`config.mk`:
```
export PLATFORM = sky130hd
export DESIGN_NAME = vector_memory_sequencer
export DESIGN_NICKNAME = d
export VERILOG_FILES = /design/src/rtl/vector_memory_sequencer.sv
export SDC_FILE = /design/constraint.sdc
export NUM_CORES = 1
export LEC_CHECK = 0
export BUFFER_PORTS_ARGS = -buffer_cell sky130_fd_sc_hd__clkbuf_2
export CAP_MARGIN = 15
export CORE_MARGIN = 10
export CORE_UTILIZATION = 35
export CTS_BUF_LIST = sky130_fd_sc_hd__clkbuf_4 sky130_fd_sc_hd__clkbuf_8
export DETAILED_ROUTE_END_ITERATION = 16
export GPL_ROUTABILITY_DRIVEN = 1
export SETUP_SLACK_MARGIN = 0.4
export SLEW_MARGIN = 30
export SYNTH_ARGS = -nofsm -noshare
export SYNTH_HDL_FRONTEND = slang
export SYNTH_SLANG_ARGS = --single-unit
```
`constraint.sdc`:
```
create_clock -name clk -period 3.5 [get_ports clk]
set_clock_uncertainty 0.1 [all_clocks]
set_input_delay 0.7 -clock clk [delete_from_list [all_inputs] [get_ports clk]]
set_output_delay 0.7 -clock clk [all_outputs]
set_load 0.03 [all_outputs]
```
`src/rtl/vector_memory_sequencer.sv`:
```
// -----------------------------------------------------------------------------
// vector_memory_sequencer
//
// Memory-stage controller that turns one 128-bit vector store or load into
// LANES consecutive byte accesses on a byte-wide data memory. The upstream
// pipeline is frozen while the sequence runs. A load returns the assembled
// vector to writeback together with a one-cycle load_valid pulse.
//
// Ports
//   clk          rising-edge clock
//   reset        synchronous, active-high
//   start_store  vector store request (held by the pipeline while stalled)
//   start_load   vector load request  (held by the pipeline while stalled)
//   base_addr    vector base byte address
//   store_data   vector to store, lane i = bits [8i+7:8i]
//   mem_addr     data memory byte address
//   mem_wdata    data memory write byte
//   mem_we       data memory write enable
//   mem_re       data memory read enable
//   mem_rdata    data memory read byte, valid one cycle after mem_re
//   load_data    last completed load vector
//   load_valid   one-cycle pulse, load_data holds a freshly completed load
//   stall        freeze pipeline registers up to and including execute/memory
//
// Handshake: a request is start_store/start_load high. It is accepted in the
// first IDLE cycle in which it is seen; stall rises combinationally in that
// same cycle and stays high until the sequence finishes. The DONE cycle is the
// release cycle: stall is low, the pipeline advances, and any start_* still
// high in DONE is ignored. A request still present in the following (IDLE)
// cycle is treated as a new operation.
// -----------------------------------------------------------------------------
module vector_memory_sequencer #(
  parameter int ADDR_WIDTH = 12,
  parameter int LANES      = 16,
  parameter int LANE_WIDTH = 8
) (
  input  logic                        clk,
  input  logic                        reset,
  input  logic                        start_store,
  input  logic                        start_load,
  input  logic [ADDR_WIDTH-1:0]       base_addr,
  input  logic [LANES*LANE_WIDTH-1:0] store_data,
  output logic [ADDR_WIDTH-1:0]       mem_addr,
  output logic [LANE_WIDTH-1:0]       mem_wdata,
  output logic                        mem_we,
  output logic                        mem_re,
  input  logic [LANE_WIDTH-1:0]       mem_rdata,
  output logic [LANES*LANE_WIDTH-1:0] load_data,
  output logic                        load_valid,
  output logic                        stall
);

  localparam int VEC_WIDTH = LANES * LANE_WIDTH;
  localparam int CW        = $clog2(LANES);
  localparam logic [CW-1:0] LAST_LANE = CW'(LANES - 1);

  typedef enum logic [2:0] {
    S_IDLE  = 3'd0,
    S_STORE = 3'd1,
    S_LOAD  = 3'd2,
    S_DRAIN = 3'd3,
    S_DONE  = 3'd4
  } state_t;

  // ---------------------------------------------------------------------------
  // State and datapath registers
  // ---------------------------------------------------------------------------
  state_t                state_q,     state_d;
  logic [CW-1:0]         lane_q,      lane_d;
  logic                  is_load_q,   is_load_d;
  logic [ADDR_WIDTH-1:0] base_q,      base_d;
  logic [VEC_WIDTH-1:0]  vec_q,       vec_d;
  logic [VEC_WIDTH-1:0]  load_data_q, load_data_d;

  // Registered outputs
  logic [ADDR_WIDTH-1:0] mem_addr_q,   mem_addr_d;
  logic [LANE_WIDTH-1:0] mem_wdata_q,  mem_wdata_d;
  logic                  mem_we_q,     mem_we_d;
  logic                  mem_re_q,     mem_re_d;
  logic                  load_valid_q, load_valid_d;

  // Lane that the byte currently on mem_rdata belongs to while in LOAD.
  logic [CW-1:0] prev_lane;

  // ---------------------------------------------------------------------------
  // Next-state and datapath logic
  // ---------------------------------------------------------------------------
  always_comb begin
    state_d     = state_q;
    lane_d      = lane_q;
    is_load_d   = is_load_q;
    base_d      = base_q;
    vec_d       = vec_q;
    load_data_d = load_data_q;
    prev_lane   = lane_q - CW'(1);

    case (state_q)
      S_IDLE: begin
        // Store has priority when both requests arrive together.
        if (start_store) begin
          state_d   = S_STORE;
          lane_d    = '0;
          is_load_d = 1'b0;
          base_d    = base_addr;
          vec_d     = store_data;
        end else if (start_load) begin
          state_d   = S_LOAD;
          lane_d    = '0;
          is_load_d = 1'b1;
          base_d    = base_addr;
        end
      end

      S_STORE: begin
        if (lane_q == LAST_LANE) begin
          state_d = S_DONE;
          lane_d  = '0;
        end else begin
          lane_d  = lane_q + CW'(1);
        end
      end

      S_LOAD: begin
        // Read data lags the read strobe by one cycle, so the byte arriving
        // now belongs to the previous lane. Lane 0 has nothing to capture yet.
        if (lane_q != '0) begin
          load_data_d[int'(prev_lane)*LANE_WIDTH +: LANE_WIDTH] = mem_rdata;
        end
        if (lane_q == LAST_LANE) begin
          state_d = S_DRAIN;
          lane_d  = '0;
        end else begin
          lane_d  = lane_q + CW'(1);
        end
      end

      S_DRAIN: begin
        // Last read byte arrives one cycle after the final read strobe.
        load_data_d[int'(LAST_LANE)*LANE_WIDTH +: LANE_WIDTH] = mem_rdata;
        state_d = S_DONE;
      end

      S_DONE: begin
        state_d = S_IDLE;
      end

      default: begin
        state_d = S_IDLE;
        lane_d  = '0;
      end
    endcase
  end

  // ---------------------------------------------------------------------------
  // Output precomputation: the memory port is driven from flops, so its next
  // value is derived from the next state and next lane. Address arithmetic
  // wraps naturally at 2**ADDR_WIDTH through truncation.
  // ---------------------------------------------------------------------------
  always_comb begin
    mem_we_d     = (state_d == S_STORE);
    mem_re_d     = (state_d == S_LOAD);
    mem_addr_d   = '0;
    mem_wdata_d  = '0;
    load_valid_d = (state_d == S_DONE) && is_load_d;

    if (mem_we_d || mem_re_d) begin
      mem_addr_d = base_d + ADDR_WIDTH'(lane_d);
    end
    if (mem_we_d) begin
      mem_wdata_d = vec_d[int'(lane_d)*LANE_WIDTH +: LANE_WIDTH];
    end
  end

  // ---------------------------------------------------------------------------
  // Sequential state
  // ---------------------------------------------------------------------------
  always_ff @(posedge clk) begin
    if (reset) begin
      state_q      <= S_IDLE;
      lane_q       <= '0;
      is_load_q    <= 1'b0;
      base_q       <= '0;
      vec_q        <= '0;
      load_data_q  <= '0;
      mem_addr_q   <= '0;
      mem_wdata_q  <= '0;
      mem_we_q     <= 1'b0;
      mem_re_q     <= 1'b0;
      load_valid_q <= 1'b0;
    end else begin
      state_q      <= state_d;
      lane_q       <= lane_d;
      is_load_q    <= is_load_d;
      base_q       <= base_d;
      vec_q        <= vec_d;
      load_data_q  <= load_data_d;
      mem_addr_q   <= mem_addr_d;
      mem_wdata_q  <= mem_wdata_d;
      mem_we_q     <= mem_we_d;
      mem_re_q     <= mem_re_d;
      load_valid_q <= load_valid_d;
    end
  end

  // ---------------------------------------------------------------------------
  // Outputs
  // ---------------------------------------------------------------------------
  assign mem_addr   = mem_addr_q;
  assign mem_wdata  = mem_wdata_q;
  assign mem_we     = mem_we_q;
  assign mem_re     = mem_re_q;
  assign load_data  = load_data_q;
  assign load_valid = load_valid_q;

  // Combinational so the pipeline freezes in the request cycle itself.
  // Held low during reset so a pending request cannot freeze the pipeline.
  assign stall = !reset &&
                 (((state_q == S_IDLE) && (start_store || start_load)) ||
                  (state_q == S_STORE) || (state_q == S_LOAD) ||
                  (state_q == S_DRAIN));

endmodule

```
==> metrics.yaml <==
sta:
  worstMarginPinSlew_ps: 866
  finalCritPeriodShare_pct: 83.7
  finalSetupTns_ps: 0
  setup_slack_ps: 571
  slew_violations: 0
  min_period_ps: 2930
  max-slew-margin-rel_pct: 42.3
  max_freq_mhz: 341
  rsz0062_at_grt: "yes"
  hold_viol: 0
  setup_viol: 0
synthesis:
  ys.warnings.count: 0
  syn_nets: 1618
  synth_top_area_cell: "dfxtp_1"
  ys.flop_type: "dfxtp_1"
  async_flop_share_pct: 0
  syn_inst: 1454
  synthTopCellsByArea: "dfxtp_1, mux2i_1, a21oi_1"
  ys_ff_latch: 299
  ys_seq_area_share_pct: 48.0
  synth_edf_count: 0
  syn-cell-area_um2: 12500
  yosysUniqueCellTypes: 62
  post-synth-top-count-cell: "dfxtp_1"
  yosys-top-cells-count: "dfxtp_1, nand2_1, a21oi_1"
  avgSynthCellArea_um2: 8.57
  synth_top_area_share_pct: 48.0
placement:
  place_ws_ps: 265
  hpwlAfterDp_um: 29700
  port-buffer-count: 303
  place.gp.congestion: 0.808
setup_path:
  crit_type: "reg2reg"
  crit_top_cell: "buf_4"
  critPathSlowestCell: "buf_4"
  reg2reg_depth: 10
  cp.required_ps: 3870
  r2r-start: "lane_q[1]"
  reg2reg_to: "mem_wdata[0]"
  cp.buffers_inverters: 2
  crit_family: "compound AO/OA/AOI/OAI gates"
  slowest_delay_ps: 470
  cp_max_fo: 40
  end_kind: "flop"
  r2r_slack_ps: 570
  arrival_ps: 3300
  cp_cell_sequence: "buf_4, ha_1, nand2b_1, a211oi_1, o32a_2, buf_4, a21oi_1, a22oi_1, o22ai_1, or3_1"
  startpoint_type: "flop"
finish:
  fill_cells: 3497
  post-route-util_pct: 44.9
  antenna_cells: 0
  drive_above_1_share_pct: 27.5
  nets: 1913
  area_growth_pct: 27.1
clocking:
  cts_root_buffer: "clkbuf_8"
  clk_path_buf_depth: 3
  cts_tree: "done"
  numCtsBuffers: 52
  cts_sinks: 299
  clkTransAtPathRegs_ps: 60
  clkLatencyLatePin_ps: 600
  htreeDepth: 2
  cts.hold.buffers_added: 0
pwr:
  power.density_nw_per_um2: 537
  leakage_nw: 6.88
  max-vdd-ir-drop_mv: 0.308
floorplanning:
  core_area_um2: 35300
  std_cell_rows: 69
  die-area_um2: 43600
  die_h_um: 209
  pin_count: 304
  dieWidth_um: 209
  start_util_pct: 35.3
worst_hold_path:
  min-delay-start: "store_data[57]"
  hold_depth: 3
  worstHoldPathType: "in2reg"
  hold_end: "vec_q[57]"
global_routing:
  grt_max_degree: 102
  antenna_found_initial: 0
  grt_use_total_pct: 18.2
  grt_pass1_wl_um: 64900
  grt_remaining_overflow: 0
  first_global_vias: 11431
route:
  num_vias: 11423
  drt_first_pass_iters: 6
  drc: 0
  viasPerCell: 5.07
  routedWlPerCell_um: 18.5
  drtIter0Drc: 649
  final_antenna_net_count: 0
  routed_wl_um: 41700
run_status:
  status: "completed"
job:
  max_cap_violations: 0
[registers in the layout (all words and copies together), names as in the netlist]
register and flops:
lane_q 4, load_data 128, load_valid 1, mem_addr 12
mem_we 1, vec_q 128, state_q 3, mem_wdata 8
is_load_q 1, base_q 12, mem_re 1
[worst register-to-register path, stage by stage, from the launching register on]
cell and delay [ps]:
dfxtp_1 320, buf_4 160, ha_1 240, nand2b_1 70
a211oi_1 250, o32a_2 210, buf_4 470, a21oi_1 100
a22oi_1 320, o22ai_1 180, or3_1 380
[cells by family after synthesis]
logic type | synth area share (%)
adders and majority gates | 1.26
buffers and inverters | 4.42
muxes | 11.9
xor gates and xnor gates | 0.984
DFF | 48.0
and+or+nand+nor | 22.2
AOI/OAI and AO/OA | 11.2
[cells in the final DEF, fill, tap and decap left out, types with 4 or more instances in the layout]
master and instances:
clkbuf_2 302, dfxtp_1 296, nand2_1 230, a21oi_1 181
nor2_1 177, mux2i_1 145, nand3_1 87, clkbuf_8 71
nand4_1 34, buf_4 31, a22oi_1 17, clkbuf_4 17
nor3_1 15, inv_1 12, and2_1 12, nor3_2 10
ha_1 9, xor2_1 8, a22o_1 8, o22ai_1 8
or3_1 8, nor2b_1 7, clkinv_2 6, xnor2_1 5
nand3b_1 4, o21ai_0 4, a21o_1 4, nand2_2 4
nor4_2 4, a31oi_1 4, buf_12 4
[report_power, final]
part           switching (mW)  internal [mW]
combinational           0.848          0.500
sequential             0.0526           3.56
clock                    1.44           2.10
total                    2.34           6.16
[routing by layer]
| metal | up-vias | wire length [um] | GRT usage (%) |
|---|---|---|---|
| met1 | 5337 | 18200 | 23.2 |
| met5 | - | 0 | 0 |
| li1 | 5592 | - | - |
| met2 | 433 | 19300 | 29.0 |
| met4 | 0 | 895 | 5.71 |
| met3 | 61 | 3310 | 5.31 |
[timing repair]
item | 4_1_cts | 5_1_grt
gates resized for setup | 3 | 28
gates cloned | 0 | 1
setup buffers | 0 | 2
pin swaps | 0 | 3
setup endpoints to repair | 31 | 120
[worst max-delay path by stage]
| stage | startpoint | endpoint | slack (ps) | cells after the start |
|---|---|---|---|---|
| 3_5_place_dp | start_load | mem_addr[6] | 260 | 13 |
| 2_1_floorplan | start_store | mem_addr[10] | 370 | 16 |
| 4_1_cts | state_q[1] | mem_addr[6] | 410 | 12 |
| 3_3_place_gp | start_load | mem_wdata[7] | 300 | 11 |
| 6_report | lane_q[1] | mem_wdata[0] | 570 | 10 |
| 5_1_grt | lane_q[1] | mem_addr[10] | 370 | 15 |
[per-stage QoR]
stage	cells	cell area (um^2)	hold WS, ps	total power [mW]
after floorplan	1454	12500	356	4.58
after global placement	2152	14500	338	4.98
after detailed placement	2152	14500	348	4.99
after CTS	2247	15700	208	8.57
after global routing	2251	15800	244	8.91
final	2251	15800	265	8.50
[final cells by class]
cell class	count	area, um^2	area share, %
Timing Repair Buffer	345	1970	12.4
Tap cell	461	577	3.64
Inverter	17	66.3	0.419
Sequential cell	299	5990	37.8
Multi-Input combinational cell	1034	6060	38.2
Clock inverter	8	90.1	0.569
Clock buffer	87	1090	6.89
(Power assumes the default switching activity.)
